File: src/rtl/noc_pkg.sv
// noc_pkg: shared link constants and packet type for the NIC, local port and router
package noc_pkg;
  localparam int DATA_W = 64;
  localparam int VC_BIT = DATA_W - 1;
  localparam bit VC_EVEN = 1'b0;
  localparam bit VC_ODD = 1'b1;
  typedef logic [DATA_W-1:0] packet_t;
endpackage

File: src/rtl/router_local_port_if.sv
// router_local_port_if: NIC link and router-core signals of the local port
interface router_local_port_if #(
  parameter int DATA_W = noc_pkg::DATA_W,
  parameter int CNT_W = 8
);
  logic polarity;
  logic net_so;
  logic net_ro;
  logic net_si;
  logic net_ri;
  logic out_wr;
  logic [DATA_W-1:0] net_do;
  logic [DATA_W-1:0] net_di;
  logic [DATA_W-1:0] in_data_even;
  logic [DATA_W-1:0] in_data_odd;
  logic [DATA_W-1:0] out_data;
  logic [1:0] in_valid;
  logic [1:0] in_pop;
  logic [1:0] out_space;
  logic [CNT_W-1:0] drop_in;
  logic [CNT_W-1:0] drop_out;
  modport slave (
    output polarity, net_ro, net_si, net_di, in_valid, in_data_even, in_data_odd,
           out_space, drop_in, drop_out,
    input  net_so, net_do, net_ri, in_pop, out_wr, out_data
  );
  modport master (
    input  polarity, net_ro, net_si, net_di, in_valid, in_data_even, in_data_odd,
           out_space, drop_in, drop_out,
    output net_so, net_do, net_ri, in_pop, out_wr, out_data
  );
endinterface

File: src/rtl/vc_slot.sv
// vc_slot: single-entry packet buffer with load, clear and full flag
module vc_slot #(
  parameter int W = noc_pkg::DATA_W
) (
  input  logic         clk,
  input  logic         reset,
  input  logic         load,
  input  logic         clear,
  input  logic [W-1:0] d,
  output logic         full,
  output logic [W-1:0] q
);
  // load only happens when empty and clear only when full, so they never collide
  always_ff @(posedge clk)
    if (reset) begin
      full <= 1'b0;
      q <= '0;
    end else if (load) begin
      full <= 1'b1;
      q <= d;
    end else if (clear) begin
      full <= 1'b0;
    end
endmodule

File: src/rtl/router_local_port.sv
// router_local_port: router-side terminal of the NIC link with per-VC single-entry buffers
module router_local_port #(
  parameter int DATA_W = noc_pkg::DATA_W,
  parameter int CNT_W = 8
) (
  input logic clk,
  input logic reset,
  router_local_port_if.slave bus
);
  import noc_pkg::*;
  logic pol;
  logic accept;
  logic out_vc;
  logic out_drop;
  logic [1:0] in_full;
  logic [1:0] out_full;
  logic [1:0] in_load;
  logic [1:0] in_clr;
  logic [1:0] in_bad;
  logic [1:0] out_load;
  logic [1:0] out_clr;
  logic [DATA_W-1:0] in_q [2];
  logic [DATA_W-1:0] out_q [2];
  logic [CNT_W-1:0] drop_in_q;
  logic [CNT_W-1:0] drop_out_q;
  logic [CNT_W:0] in_sum;
  assign bus.polarity = pol;
  assign bus.net_ro = !reset && !in_full[pol];
  assign accept = bus.net_so && bus.net_ro;
  assign bus.net_si = !reset && bus.net_ri && out_full[pol];
  assign bus.net_di = bus.net_si ? out_q[pol] : '0;
  assign out_vc = bus.out_data[DATA_W-1];
  assign out_drop = bus.out_wr && out_full[out_vc];
  assign in_clr = bus.in_pop & in_full;
  assign in_bad = bus.in_pop & ~in_full;
  assign in_sum = {1'b0, drop_in_q} + (CNT_W+1)'(in_bad[0]) + (CNT_W+1)'(in_bad[1]);
  for (genvar v = 0; v < 2; v++) begin : g_vc
    assign in_load[v] = accept && (pol == 1'(v));
    assign out_load[v] = bus.out_wr && (out_vc == 1'(v)) && !out_full[v];
    assign out_clr[v] = bus.net_si && (pol == 1'(v));
    vc_slot #(.W(DATA_W)) u_in (
      .clk(clk), .reset(reset), .load(in_load[v]), .clear(in_clr[v]),
      .d(bus.net_do), .full(in_full[v]), .q(in_q[v])
    );
    vc_slot #(.W(DATA_W)) u_out (
      .clk(clk), .reset(reset), .load(out_load[v]), .clear(out_clr[v]),
      .d(bus.out_data), .full(out_full[v]), .q(out_q[v])
    );
  end
  assign bus.in_valid = in_full;
  assign bus.in_data_even = in_q[VC_EVEN];
  assign bus.in_data_odd = in_q[VC_ODD];
  assign bus.out_space = ~out_full;
  assign bus.drop_in = drop_in_q;
  assign bus.drop_out = drop_out_q;
  // link polarity alternates every cycle, selecting the VC allowed on the link
  always_ff @(posedge clk)
    pol <= reset ? 1'b0 : !pol;
  // saturating drop counters: pops of empty input slots and writes into full output slots
  always_ff @(posedge clk)
    if (reset) begin
      drop_in_q <= '0;
      drop_out_q <= '0;
    end else begin
      drop_in_q <= in_sum[CNT_W] ? '1 : in_sum[CNT_W-1:0];
      drop_out_q <= (out_drop && drop_out_q != '1) ? drop_out_q + 1'b1 : drop_out_q;
    end
endmodule
File: src/flat_wrapper.sv
// flat-port wrapper written by rule: the top's interface ports become plain ports
module router_local_port_flat import noc_pkg::*;
#(
  parameter int DATA_W = noc_pkg::DATA_W,
  parameter int CNT_W = 8
)
  (clk, reset, bus_polarity, bus_net_ro, bus_net_si, bus_net_di, bus_in_valid, bus_in_data_even, bus_in_data_odd, bus_out_space, bus_drop_in, bus_drop_out, bus_net_so, bus_net_do, bus_net_ri, bus_in_pop, bus_out_wr, bus_out_data);
  router_local_port_if #(.DATA_W(DATA_W), .CNT_W(CNT_W)) bus_i ();
  input logic clk;
  input logic reset;
  output wire logic [$bits(bus_i.polarity)-1:0] bus_polarity;
  output wire logic [$bits(bus_i.net_ro)-1:0] bus_net_ro;
  output wire logic [$bits(bus_i.net_si)-1:0] bus_net_si;
  output wire logic [$bits(bus_i.net_di)-1:0] bus_net_di;
  output wire logic [$bits(bus_i.in_valid)-1:0] bus_in_valid;
  output wire logic [$bits(bus_i.in_data_even)-1:0] bus_in_data_even;
  output wire logic [$bits(bus_i.in_data_odd)-1:0] bus_in_data_odd;
  output wire logic [$bits(bus_i.out_space)-1:0] bus_out_space;
  output wire logic [$bits(bus_i.drop_in)-1:0] bus_drop_in;
  output wire logic [$bits(bus_i.drop_out)-1:0] bus_drop_out;
  input wire logic [$bits(bus_i.net_so)-1:0] bus_net_so;
  input wire logic [$bits(bus_i.net_do)-1:0] bus_net_do;
  input wire logic [$bits(bus_i.net_ri)-1:0] bus_net_ri;
  input wire logic [$bits(bus_i.in_pop)-1:0] bus_in_pop;
  input wire logic [$bits(bus_i.out_wr)-1:0] bus_out_wr;
  input wire logic [$bits(bus_i.out_data)-1:0] bus_out_data;
  assign bus_polarity = bus_i.polarity;
  assign bus_net_ro = bus_i.net_ro;
  assign bus_net_si = bus_i.net_si;
  assign bus_net_di = bus_i.net_di;
  assign bus_in_valid = bus_i.in_valid;
  assign bus_in_data_even = bus_i.in_data_even;
  assign bus_in_data_odd = bus_i.in_data_odd;
  assign bus_out_space = bus_i.out_space;
  assign bus_drop_in = bus_i.drop_in;
  assign bus_drop_out = bus_i.drop_out;
  assign bus_i.net_so = bus_net_so;
  assign bus_i.net_do = bus_net_do;
  assign bus_i.net_ri = bus_net_ri;
  assign bus_i.in_pop = bus_in_pop;
  assign bus_i.out_wr = bus_out_wr;
  assign bus_i.out_data = bus_out_data;
  router_local_port #(.DATA_W(DATA_W), .CNT_W(CNT_W)) u_core (.clk(clk), .reset(reset), .bus(bus_i));
endmodule
File: config.mk
export PLATFORM = sky130hd
export DESIGN_NAME = router_local_port_flat
export DESIGN_NICKNAME = d
export VERILOG_FILES = /design/src/rtl/noc_pkg.sv /design/src/rtl/router_local_port_if.sv /design/src/rtl/vc_slot.sv /design/src/rtl/router_local_port.sv /design/src/flat_wrapper.sv
export SDC_FILE = /design/constraint.sdc
export NUM_CORES = 1
export LEC_CHECK = 0
export CAP_MARGIN = 15
export CELL_PAD_IN_SITES_DETAIL_PLACEMENT = 1
export CELL_PAD_IN_SITES_GLOBAL_PLACEMENT = 1
export CORE_MARGIN = 1
export CORE_UTILIZATION = 33
export CTS_CLUSTER_SIZE = 20
export DETAILED_ROUTE_END_ITERATION = 10
export PLACE_DENSITY_LB_ADDON = 0.1
export RECOVER_POWER = 25
export SYNTH_ARGS = -nofsm -noshare
export SYNTH_HDL_FRONTEND = slang
export SYNTH_SLANG_ARGS = --single-unit
export TNS_END_PERCENT = 30
File: constraint.sdc
create_clock -name clk -period 2 [get_ports clk]
set_input_delay 0.2 -clock clk [delete_from_list [all_inputs] [get_ports clk]]
set_output_delay 0.2 -clock clk [all_outputs]
set_load 0.02 [all_outputs]
* Word-level counts from Yosys, hierarchy flattened *
Index checks and enable logic that the tools add are counted.

operators by class
  reductions and logical operators = 23
  $add $sub $neg = 3
  $lt $le $gt $ge = 3
  bitwise logic cells = 7
  shift-type cells = 0
  div/mod/pow operators = 0
  mux-type cells = 19
  equal/unequal tests = 1
  multiply operators = 0

operators by type and width
  cell                 count
  $mux 64              4
  $logic_and 1x1->1    14
  $mux 1               14
  $add 8x1->9          1
  $add 9x1->9          1
  $add 8x1->8 const B  1
  $mux 8               1
  $ne 8x8->1 const B   1
  $reduce_bool 2->1    4
  $logic_not 1->1      5
  $and 2x2->2          2
  $lt 1x2->1 const B   2
  $not 2->2            2
  $ge 2x2->1 const B   1
  $not 1->1            2
  $not 1->2            1

word-level totals
  input bits = 135
  flip-flop bits (word level) = 277
  word-level logic and storage cells = 67
  bits in latches = 0
  output and inout port bits = 215
  memories = 0
  ROM bits = 0
  bits in writable memories = 0

* Depth between registers and ports, before layout *
Gate-level depths: netlist (run 1).

  depth in word-level cells = 7
  mapped depth = 7
  gate-level depth less buffers = 7

* Cells and area by module *
From an unflattened synthesis (run 1), not the netlist that was laid out.

unflattened totals
  cell total of the unflattened synthesis = 1027
  area, all modules = 10955.5 µm²

by module, submodules not included
  module             area an instance (µm²)  cells an instance  instances
  vc_slot            2344.7                  210                4
  router_local_port  1576.5                  187                1

* Worst setup path before layout (run 1) *
OpenSTA, ideal clock, no wires.

  path kind = register to register
  start = register u_core.drop_in_q[0], in the netlist u_core.bus.drop_in[0]
  end = register u_core.drop_in_q[0], in the netlist u_core.bus.drop_in[0]
  path slack = 0.134 ns
  cell stages (with the launch flop) = 8
  clock period less this slack = 1.866 ns
  setup time = 0.071 ns
  data arrival time = 1.795 ns
  cell sequence = dfxtp_1 > inv_1 > fa_1 > inv_1 > ha_1 > and4_1 > nand4_1 > a21oi_1

on the way
  cells in the longest elaborated chain, start to end = 3

RTL lines
  element                   line                     source
  start: declaration        router_local_port.sv:24  logic [CNT_W-1:0] drop_in_q;
  start signal: assignment  router_local_port.sv:65  drop_in_q <= in_sum[CNT_W] ? '1 : in_sum[CNT_W-1:0];
  $add 8x1->9               router_local_port.sv:36  assign in_sum = {1'b0, drop_in_q} + (CNT_W+1)'(in_bad[0]) + (CNT_W+1)'(in_bad[1]);
  $add 9x1->9               router_local_port.sv:36
  $mux 8                    router_local_port.sv:65

Every way passes these cells.
A chain may end at the register's enable or synchronous reset.

* Worst setup path after layout (run 1) *
  start = register u_core.pol, in the netlist u_core.bus.polarity
  end = output port bus_net_di[26]

on the way
  cells in the longest elaborated chain, start to end = 5
  elaborated cells on any way between the ends = 8
  those cells by class = mux (6); bitwise (1); reduce/logical (1)

RTL lines
  element                                      line                     source
  start: declaration                           router_local_port.sv:11  logic pol;
  start signal: assignment                     router_local_port.sv:58  pol <= reset ? 1'b0 : !pol;
  $not 1->2 (not written as such)              router_local_port.sv:31  assign bus.net_di = bus.net_si ? out_q[pol] : '0;
  $mux 64 (not written as such) (3 in series)  router_local_port.sv:31
  $mux 64 *                                    router_local_port.sv:31
  end: declaration                             flat_wrapper.sv:14       output wire logic [$bits(bus_i.net_di)-1:0] bus_net_di;

Every way passes the cells marked *; elsewhere a longest branch is shown, timed or not. The select of a mux whose other input is x is not followed.

==> report_table.html, run 1 <==
<table>
<tr><th>Metric</th><th>Value</th></tr>
<tr><th colspan="2">Floorplan</th></tr>
<tr><td>Starting density of the core</td><td>33.9%</td></tr>
<tr><td>Full die area</td><td>0.0325 mm^2</td></tr>
<tr><td>Area of the core</td><td>slightly above 0.03 mm^2</td></tr>
<tr><td>Number of ports placed on the die boundary</td><td>350</td></tr>
<tr><td>Die height</td><td>180 um</td></tr>
<tr><td>Placement Rows</td><td>64</td></tr>
<tr><td>Die outline width</td><td>between 150 and 200 um</td></tr>
<tr><th colspan="2">Clock tree</th></tr>
<tr><td>CTS tree</td><td>built</td></tr>
<tr><td>TritonCTS Sinks</td><td>277</td></tr>
<tr><td>CTS Buf Count</td><td>34</td></tr>
<tr><td>Number of levels the H-tree was split into</td><td>2</td></tr>
<tr><td>Clk_lat worst skew</td><td>0.50 ns</td></tr>
<tr><td>Root cell of the clock tree</td><td>sky130_fd_sc_hd__clkbuf_16</td></tr>
<tr><td>Buffers from clock root to sink, at most</td><td>3</td></tr>
<tr><td>Clock-pin slew on the worst setup and hold paths</td><td>0.06 ns</td></tr>
<tr><th colspan="2">Synth</th></tr>
<tr><td>Number of distinct library cells after synthesis</td><td>46</td></tr>
<tr><td>Fraction of registers with async set or reset after synthesis</td><td>0%</td></tr>
<tr><td>Number of enable flip-flop cells after synthesis</td><td>0</td></tr>
<tr><td>Net count after synthesis</td><td>about 1.4k</td></tr>
<tr><td>Synth Cell Area</td><td>0.0105 mm^2</td></tr>
<tr><td>Seq cells post-synth</td><td>277</td></tr>
<tr><td>Syn avg cell area</td><td>8.03 um^2</td></tr>
<tr><td>Main flop type after synthesis</td><td>sky130_fd_sc_hd__dfxtp_1</td></tr>
<tr><td>Sequential-to-total area share from yosys stat</td><td>52.9%</td></tr>
<tr><td>Synth warn</td><td>0</td></tr>
<tr><td>Number of instances in the synthesized netlist</td><td>1306</td></tr>
<tr><th colspan="2">Worst setup path</th></tr>
<tr><td>Class of the most critical setup path</td><td>reg -&gt; out</td></tr>
<tr><td>Required time of the critical path</td><td>~1.8 ns</td></tr>
<tr><td>Crit path capture type</td><td>primary output</td></tr>
<tr><td>Cell type of the slowest stage on the worst timing path</td><td>sky130_fd_sc_hd__dfxtp_2</td></tr>
<tr><td>Element type at the critical path start</td><td>register</td></tr>
<tr><td>Crit-path leading delay family</td><td>buffers and inverters</td></tr>
<tr><td>Series of cell instances along the critical path</td><td>nand2b_4 &gt; nor2_4 &gt; buf_6 &gt; buf_16 &gt; a22o_1 &gt; buf_2</td></tr>
<tr><td>Critical path data arrival time</td><td>1.73 ns</td></tr>
<tr><td>Buffering stage count on the worst path with inverters included</td><td>3</td></tr>
<tr><td>Largest fanout on the critical path</td><td>14</td></tr>
<tr><td>Highest cell delay on the worst timing path</td><td>0.34 ns</td></tr>
<tr><th colspan="2">GRT</th></tr>
<tr><td>Number of antenna violations at the first check in global routing</td><td>1</td></tr>
<tr><td>Tot GR Track Use</td><td>between 20% and 30%</td></tr>
<tr><td>Number of global-route vias before repair</td><td>10.7k</td></tr>
<tr><td>Global-route wire length before repair</td><td>58.8 mm</td></tr>
<tr><td>GRT overflow</td><td>0</td></tr>
<tr><td>Pin count of the biggest net entering global routing</td><td>186</td></tr>
<tr><th colspan="2">Power</th></tr>
<tr><td>Power Dens Cells</td><td>864 mW/mm^2</td></tr>
<tr><td>Static leakage</td><td>roughly 0.0056 uW</td></tr>
<tr><td>Worst-case vdd ir drop</td><td>0.000613 V</td></tr>
<tr><th colspan="2">Route</th></tr>
<tr><td>Post-route DRC violation count</td><td>0</td></tr>
<tr><td>Wire per inst</td><td>18.3 um</td></tr>
<tr><td>Detailed Route Iter0 Violations</td><td>410</td></tr>
<tr><td>DRT antenna net count</td><td>0</td></tr>
<tr><td>Drt total wl</td><td>37.5 mm</td></tr>
<tr><td>Number of iterations in the first detailed-routing pass</td><td>4</td></tr>
<tr><td>Vias post-DR</td><td>10.2k</td></tr>
<tr><td>Routed via count divided by cell count</td><td>4.97</td></tr>
<tr><th colspan="2">Timing</th></tr>
<tr><td>Maximum clock frequency</td><td>about 0.52 GHz</td></tr>
<tr><td>Setup repair after global routing missed its margin</td><td>true</td></tr>
<tr><td>Number of max-slew violations in the final report</td><td>slightly below 90</td></tr>
<tr><td>Clock period minus worst slack</td><td>about 1.9 ns</td></tr>
<tr><td>Final hold slack</td><td>0.215 ns</td></tr>
<tr><td>Worst-case clock skew</td><td>0.00826 ns</td></tr>
<tr><td>Max_slew headroom</td><td>-1.78%</td></tr>
<tr><td>Endpoints failing hold</td><td>0</td></tr>
<tr><td>Final setup violation count</td><td>0</td></tr>
<tr><td>Least-Margin Pin Slew</td><td>between 1.5 and 2 ns</td></tr>
<tr><td>Crit share post-route</td><td>96.7%</td></tr>
<tr><td>Worst setup slack after layout</td><td>0.0655 ns</td></tr>
<tr><th colspan="2">Cells and area</th></tr>
<tr><td>Total of fill cells in the finished design</td><td>3650</td></tr>
<tr><td>Area growth from synthesis to layout</td><td>48.4%</td></tr>
<tr><td>Post-route non-filler standard cell count</td><td>2051</td></tr>
<tr><td>Final Cell Area</td><td>0.0156 mm^2</td></tr>
<tr><td>Share of final-layout standard cells stronger than drive strength 1</td><td>11.0%</td></tr>
<tr><td>Net count reported at finish</td><td>1767</td></tr>
<tr><th colspan="2">Placed design</th></tr>
<tr><td>PortBufs</td><td>349</td></tr>
<tr><td>Number of instances in the placed design</td><td>1982</td></tr>
<tr><td>Placement Setup Slack</td><td>-0.262 ns</td></tr>
<tr><td>Cell area reported after detailed placement</td><td>0.0144 mm^2</td></tr>
<tr><td>Sum of net half-perimeters after detailed placement</td><td>24.5 mm</td></tr>
<tr><td>Placer Congestion</td><td>roughly 0.76</td></tr>
<tr><th colspan="2">Outcome</th></tr>
<tr><td>Violations in the final reports</td><td>slew limit</td></tr>
<tr><td>Status</td><td>finished with violations</td></tr>
<tr><th colspan="2">Hold path</th></tr>
<tr><td>Type of the worst min-delay path</td><td>in -&gt; reg</td></tr>
<tr><th colspan="2">Run</th></tr>
<tr><td>Reported max-cap violation count</td><td>0</td></tr>
</table>
Yosys cell counts, drive strengths merged, types with 2 or more instances:
cell / count / share of area (%)
and2: 2 / 0.12
a21oi: 266 / 13
o21ai: 4 / 0.19
ha: 2 / 0.24
xor2: 2 / 0.17
buf: 68 / 3.7
nor2b: 4 / 0.24
xnor2: 2 / 0.17
clkbuf: 33 / 1.2
nand3: 4 / 0.24
nor3b: 3 / 0.21
inv: 7 / 0.25
mux2i: 3 / 0.32
dfxtp: 277 / 53
a211oi: 4 / 0.33
a31oi: 2 / 0.12
and4: 2 / 0.17
a22o: 64 / 5.3
nor2: 13 / 0.49
mux2: 2 / 0.21
nand4: 4 / 0.24
nor3: 4 / 0.30
nand2: 515 / 18
nand2b: 7 / 0.56
stage by stage:
stage               total power (uW)  setup TNS (ns)  utilization, %
finish                         13400               0            50.4
global route                   14000          -0.152            50.4
CTS                            13600          -0.930            49.8
detailed placement              7470          -15.51            46.6
global placement                7450          -11.07            46.6
floorplan                       6660               0               -
cell type report:
class,count,area (um^2),area share [%]
inverter,7,26.3,0.169
antenna,1,2.50,0.0161
sequential,277,5550,35.6
clock buffer,51,1030,6.61
clock inverter,10,82.6,0.530
tap,396,495,3.18
multi-input combinational,921,4460,28.7
timing repair buffer,388,3920,25.2
path summary, 6_finish.rpt:
kind              depth (start not counted)                                endpoint                                    from  slack [ns]
setup / recovery                          6                          bus_net_di[26]          u_core.bus.polarity$_SDFF_PP0_        0.07
hold / removal                            4  u_core.g_vc[0].u_out.full$_SDFFE_PP0P_                                   reset        0.21
setup reg to reg                          7        u_core.bus.drop_in[2]$_SDFF_PP0_        u_core.bus.drop_in[0]$_SDFF_PP0_        0.11
hold reg to reg                           2  u_core.g_vc[1].u_in.q[44]$_SDFFE_PP0P_  u_core.g_vc[1].u_in.q[44]$_SDFFE_PP0P_        0.45
sequential cells by signal, indices dropped and copies added (netlist names):
signal                  cells
u_core.bus.drop_out         8
u_core.bus.polarity         1
u_core.g_vc.u_out.q       128
u_core.g_vc.u_in.full       2
u_core.g_vc.u_in.q        128
u_core.g_vc.u_out.full      2
u_core.bus.drop_in          8
what timing repair did:
action / in CTS / in global routing
pin swaps: 2 / 14
hold buffers: 0 / 0
endpoints found under the setup margin: 65 / 42
endpoints found under the hold margin: 0 / 0
resized for setup: 265 / 65
gates cloned: 3 / 0
buffers inserted: 2 / 2
power by group:
group / total, uW / switching (uW) / internal, uW
sequential: 5900 / 148 / 5750
combinational: 1470 / 792 / 674
clock: 6080 / 2390 / 3690
cell usage in the layout (no fill, tap or decap), types with 3 or more instances in the layout:
master | Yosys | routed
sky130_fd_sc_hd__nand3_1 | 3 | 4
sky130_fd_sc_hd__clkbuf_16 | 0 | 37
sky130_fd_sc_hd__buf_12 | 0 | 13
sky130_fd_sc_hd__clkdlybuf4s15_2 | 0 | 8
sky130_fd_sc_hd__nor2b_1 | 4 | 4
sky130_fd_sc_hd__clkbuf_1 | 33 | 12
sky130_fd_sc_hd__a211oi_1 | 3 | 3
sky130_fd_sc_hd__nor3_1 | 3 | 3
sky130_fd_sc_hd__nor2_1 | 12 | 11
sky130_fd_sc_hd__buf_4 | 3 | 49
sky130_fd_sc_hd__clkinv_2 | 0 | 6
sky130_fd_sc_hd__o21ai_0 | 4 | 4
sky130_fd_sc_hd__nand2b_4 | 2 | 5
sky130_fd_sc_hd__buf_2 | 53 | 7
sky130_fd_sc_hd__dfxtp_1 | 277 | 275
sky130_fd_sc_hd__clkbuf_8 | 0 | 6
sky130_fd_sc_hd__buf_16 | 0 | 3
sky130_fd_sc_hd__a21oi_1 | 266 | 265
sky130_fd_sc_hd__a22o_1 | 64 | 64
sky130_fd_sc_hd__nand4_1 | 4 | 4
sky130_fd_sc_hd__buf_6 | 7 | 20
sky130_fd_sc_hd__nand2_1 | 515 | 513
sky130_fd_sc_hd__clkinvlp_4 | 0 | 3
sky130_fd_sc_hd__inv_1 | 7 | 7
sky130_fd_sc_hd__clkdlybuf4s50_1 | 0 | 282
cells by family (layout without fill, tap and decap cells):
group                      after synthesis  after routing  synth area share (%)
and+or+nand+nor                        565            565                  21.7
AOI/OAI and AO/OA                      344            344                  19.0
DFF                                    277            277                  52.9
buffers and inverters                  108            456                  5.10
muxes                                    5              5                 0.537
xor gates and xnor gates                 4              4                 0.334
adders and majority gates                3              3                 0.429
other                                    0              1                     0
tightest hold or removal path, cell delays in order:
cell,delay (ns)
sky130_fd_sc_hd__clkbuf_8,0.11
sky130_fd_sc_hd__nand2b_4,0.15
sky130_fd_sc_hd__o21ai_0,0.08
sky130_fd_sc_hd__a21oi_1,0.13
layer usage:
layer / up-vias / track usage, % / share of wire [%]
met5: - / 0 / 0.035
met4: 2 / 7.76 / 3.0
met3: 67 / 8.23 / 9.1
met2: 291 / 38.4 / 47
met1: 4870 / 26.0 / 41
li1: 4968 / - / -
(Power assumes the default switching activity.)
==> run 2, diff against run 1 <==
--- a/config.mk
+++ b/config.mk
@@ -12,6 +12,7 @@
 export CORE_UTILIZATION = 33
 export CTS_CLUSTER_SIZE = 20
 export DETAILED_ROUTE_END_ITERATION = 10
+export MAX_ROUTING_LAYER = met4
 export PLACE_DENSITY_LB_ADDON = 0.1
 export RECOVER_POWER = 25
 export SYNTH_ARGS = -nofsm -noshare
==> report_table.html, run 2 (synthesis results as in run 1) <==
<table>
<tr><th>Metric</th><th>Value</th></tr>
<tr><th colspan="2">Worst setup path</th></tr>
<tr><td>Crit path capture type</td><td>primary output (unchanged)</td></tr>
<tr><td>Element type at the critical path start</td><td>register (unchanged)</td></tr>
<tr><td>Required time of the critical path</td><td>1.80 ns (about the same)</td></tr>
<tr><td>Buffering stage count on the worst path with inverters included</td><td>3 (unchanged)</td></tr>
<tr><td>Cell type of the slowest stage on the worst timing path</td><td>sky130_fd_sc_hd__dfxtp_2 (unchanged)</td></tr>
<tr><td>Launching instance or port of the critical path</td><td>u_core.bus.polarity$_SDFF_PP0_ (unchanged)</td></tr>
<tr><td>Crit-path leading delay family</td><td>buffers and inverters (unchanged)</td></tr>
<tr><td>Class of the most critical setup path</td><td>reg -&gt; out (unchanged)</td></tr>
<tr><td>Critical path data arrival time</td><td>1.73 ns (about the same)</td></tr>
<tr><td>Series of cell instances along the critical path</td><td>nand2b_4 &gt; nor2_4 &gt; buf_6 &gt; buf_16 &gt; a22o_1 &gt; buf_4 (was nand2b_4 &gt; nor2_4 &gt; buf_6 &gt; buf_16 &gt; a22o_1 &gt; buf_2)</td></tr>
<tr><td>Highest cell delay on the worst timing path</td><td>0.36 ns (was 0.34 ns)</td></tr>
<tr><td>Startpoint of the lowest-slack register-to-register path</td><td>u_core.bus.drop_in[0]$_SDFF_PP0_ (unchanged)</td></tr>
<tr><td>Largest fanout on the critical path</td><td>14 (unchanged)</td></tr>
<tr><th colspan="2">Clock tree</th></tr>
<tr><td>CTS Buf Count</td><td>34 (unchanged)</td></tr>
<tr><td>TritonCTS Sinks</td><td>277 (unchanged)</td></tr>
<tr><td>Number of levels the H-tree was split into</td><td>2 (unchanged)</td></tr>
<tr><td>Clock-pin slew on the worst setup and hold paths</td><td>0.06 ns (about the same)</td></tr>
<tr><td>Root cell of the clock tree</td><td>sky130_fd_sc_hd__clkbuf_16 (unchanged)</td></tr>
<tr><td>Buffers from clock root to sink, at most</td><td>3 (unchanged)</td></tr>
<tr><td>Clk_lat worst skew</td><td>0.50 ns (about the same)</td></tr>
<tr><td>CTS tree</td><td>built (unchanged)</td></tr>
<tr><th colspan="2">Hold path</th></tr>
<tr><td>Startpoint of the most critical hold path</td><td>reset (unchanged)</td></tr>
<tr><td>Type of the worst min-delay path</td><td>in -&gt; reg (unchanged)</td></tr>
<tr><th colspan="2">Floorplan</th></tr>
<tr><td>Placement Rows</td><td>64 (unchanged)</td></tr>
<tr><td>Die height</td><td>180 um (unchanged)</td></tr>
<tr><td>Starting density of the core</td><td>33.9% (unchanged)</td></tr>
<tr><td>Full die area</td><td>0.0325 mm^2 (unchanged)</td></tr>
<tr><td>Die outline width</td><td>180 um (unchanged)</td></tr>
<tr><td>Area of the core</td><td>0.0309 mm^2 (unchanged)</td></tr>
<tr><td>Number of ports placed on the die boundary</td><td>350 (unchanged)</td></tr>
<tr><th colspan="2">Placed design</th></tr>
<tr><td>Placer Congestion</td><td>0.774 (was 0.763)</td></tr>
<tr><td>Placement Setup Slack</td><td>-0.262 ns (unchanged)</td></tr>
<tr><td>PortBufs</td><td>349 (unchanged)</td></tr>
<tr><td>Sum of net half-perimeters after detailed placement</td><td>24.5 mm (unchanged)</td></tr>
<tr><td>Number of instances in the placed design</td><td>1982 (unchanged)</td></tr>
<tr><th colspan="2">Route</th></tr>
<tr><td>Detailed Route Iter0 Violations</td><td>462 (was 410)</td></tr>
<tr><td>Drt total wl</td><td>37.5 mm (about the same)</td></tr>
<tr><td>Routed via count divided by cell count</td><td>4.95 (was 4.97)</td></tr>
<tr><td>Number of iterations in the first detailed-routing pass</td><td>4 (unchanged)</td></tr>
<tr><td>DRT antenna net count</td><td>0 (unchanged)</td></tr>
<tr><td>Wire per inst</td><td>18.3 um (about the same)</td></tr>
<tr><td>Post-route DRC violation count</td><td>0 (unchanged)</td></tr>
<tr><td>Vias post-DR</td><td>10.2k (about the same)</td></tr>
<tr><th colspan="2">Power</th></tr>
<tr><td>Total Power Consumption</td><td>13400 uW (about the same)</td></tr>
<tr><td>Power Dens Cells</td><td>863 mW/mm^2 (was 864 mW/mm^2)</td></tr>
<tr><td>Static leakage</td><td>0.00565 uW (was 0.00563 uW)</td></tr>
<tr><td>Worst-case vdd ir drop</td><td>0.000616 V (was 0.000613 V)</td></tr>
<tr><th colspan="2">Cells and area</th></tr>
<tr><td>Share of final-layout standard cells stronger than drive strength 1</td><td>11.0% (unchanged)</td></tr>
<tr><td>Post-route non-filler standard cell count</td><td>2053 (was 2051)</td></tr>
<tr><td>Area growth from synthesis to layout</td><td>48.5% (was 48.4%)</td></tr>
<tr><td>Total of fill cells in the finished design</td><td>3648 (was 3650)</td></tr>
<tr><td>Commonest cells after routing, fill and taps aside</td><td>513 x sky130_fd_sc_hd__nand2_1, 281 x sky130_fd_sc_hd__clkdlybuf4s50_1, 275 x sky130_fd_sc_hd__dfxtp_1 (was 513 x sky130_fd_sc_hd__nand2_1, 282 x sky130_fd_sc_hd__clkdlybuf4s50_1, 275 x sky130_fd_sc_hd__dfxtp_1)</td></tr>
<tr><td>Largest registers in the final layout</td><td>u_core.g_vc.u_in.q (128), u_core.g_vc.u_out.q (128) (unchanged)</td></tr>
<tr><td>Final Util</td><td>50.4% (about the same)</td></tr>
<tr><td>Net count reported at finish</td><td>1767 (unchanged)</td></tr>
<tr><td>Most common cell after layout, fill and taps aside</td><td>sky130_fd_sc_hd__nand2_1 (unchanged)</td></tr>
<tr><th colspan="2">Outcome</th></tr>
<tr><td>Status</td><td>complete, no violations (was finished with violations)</td></tr>
<tr><th colspan="2">Timing</th></tr>
<tr><td>Setup repair after global routing missed its margin</td><td>true (unchanged)</td></tr>
<tr><td>Worst-case clock skew</td><td>0.00678 ns (was 0.00826 ns)</td></tr>
<tr><td>Number of max-slew violations in the final report</td><td>0 (was 88)</td></tr>
<tr><td>Crit share post-route</td><td>96.5% (was 96.7%)</td></tr>
<tr><td>Endpoints failing hold</td><td>0 (unchanged)</td></tr>
<tr><td>Worst setup slack after layout</td><td>0.0691 ns (was 0.0655 ns)</td></tr>
<tr><td>Clock period minus worst slack</td><td>1.93 ns (about the same)</td></tr>
<tr><td>Maximum clock frequency</td><td>0.518 GHz (was 0.517 GHz)</td></tr>
<tr><td>Least-Margin Pin Slew</td><td>1.49 ns (was 1.53 ns)</td></tr>
<tr><td>Final setup violation count</td><td>0 (unchanged)</td></tr>
<tr><td>Max_slew headroom</td><td>0.435% (was -1.78%)</td></tr>
<tr><th colspan="2">GRT</th></tr>
<tr><td>Number of antenna violations at the first check in global routing</td><td>1 (unchanged)</td></tr>
<tr><td>GRT overflow</td><td>0 (unchanged)</td></tr>
<tr><td>Tot GR Track Use</td><td>23.2% (was 22.5%)</td></tr>
<tr><td>Global-route wire length before repair</td><td>58.7 mm (was 58.8 mm)</td></tr>
<tr><td>Number of global-route vias before repair</td><td>10.7k (about the same)</td></tr>
<tr><td>Pin count of the biggest net entering global routing</td><td>186 (unchanged)</td></tr>
<tr><th colspan="2">Run</th></tr>
<tr><td>Reported max-cap violation count</td><td>0 (unchanged)</td></tr>
</table>
==> run 2: cell types whose count changed in the layout (fill, tap and decap cells not counted) <==
cell,before,now
sky130_fd_sc_hd__dlymetal6s2s_1,0,1
sky130_fd_sc_hd__clkdlybuf4s50_1,282,281
sky130_fd_sc_hd__buf_6,20,21
sky130_fd_sc_hd__buf_4,49,48
sky130_fd_sc_hd__diode_2,1,3
==> run 2: worst min-delay path: cells and delay by family <==
kind	cells	cell delay (ns)
AO/OA/AOI/OAI	2	0.21
buffers and inverters	1	0.11
AND/OR/NAND/NOR	1	0.15
==> run 2: layer usage <==
layer | up-vias | global-route usage [%] | share of wire, %
li1 | 4979 | - | -
met1 | 4822 | 26.1 | 41
met2 | 288 | 38.4 | 47
met3 | 66 | 8.12 | 8.7
met4 | 0 | 7.76 | 3.0
met5 | - | - | 0
==> run 2: path summary, 6_finish.rpt <==
path	end	slack (ns)	cells past startpoint
worst min-delay path	u_core.g_vc[0].u_out.full$_SDFFE_PP0P_	0.22	4
worst max register to register	u_core.bus.drop_in[2]$_SDFF_PP0_	0.11	7
worst min register to register	u_core.g_vc[1].u_in.q[44]$_SDFFE_PP0P_	0.45	2
worst max-delay path	bus_net_di[15]	0.07	6
==> run 2: final cells by class <==
cell class                      instances  area [um^2]  share of cell area, %
Antenna cell                            3         7.51                 0.0482
Clock buffer                           51         1030                   6.60
Clock inverter                         10         82.6                  0.530
Inverter                                7         26.3                  0.169
Multi-Input combinational cell        921         4460                   28.7
Sequential cell                       277         5550                   35.6
Tap cell                              396          495                   3.18
Timing Repair Buffer                  388         3930                   25.2
==> run 2: where the power goes <==
group	internal, uW	total [uW]	switching [uW]	leakage, uW
Sequential	5750	5900	147	0.00226
Clock	3690	6080	2390	0.000541
Combinational	674	1470	793	0.00286
==> run 2: per-stage QoR <==
stage | TNS (ns) | hold WS (ns) | cell area (um^2)
after global placement | -11.07 | 0.441 | 14400
after CTS | -0.930 | 0.207 | 15400
final | 0 | 0.219 | 15600
after floorplan | 0 | 0.333 | 10500
after detailed placement | -15.51 | 0.447 | 14400
after global routing | -0.149 | 0.267 | 15600
==> run 2: repair_timing <==
item,4_1_cts,5_1_grt
cloned,3,0
resized for setup,265,67
setup endpoints to repair,65,43
hold buffers,0,0
pin swaps,2,15
setup buffers,2,2
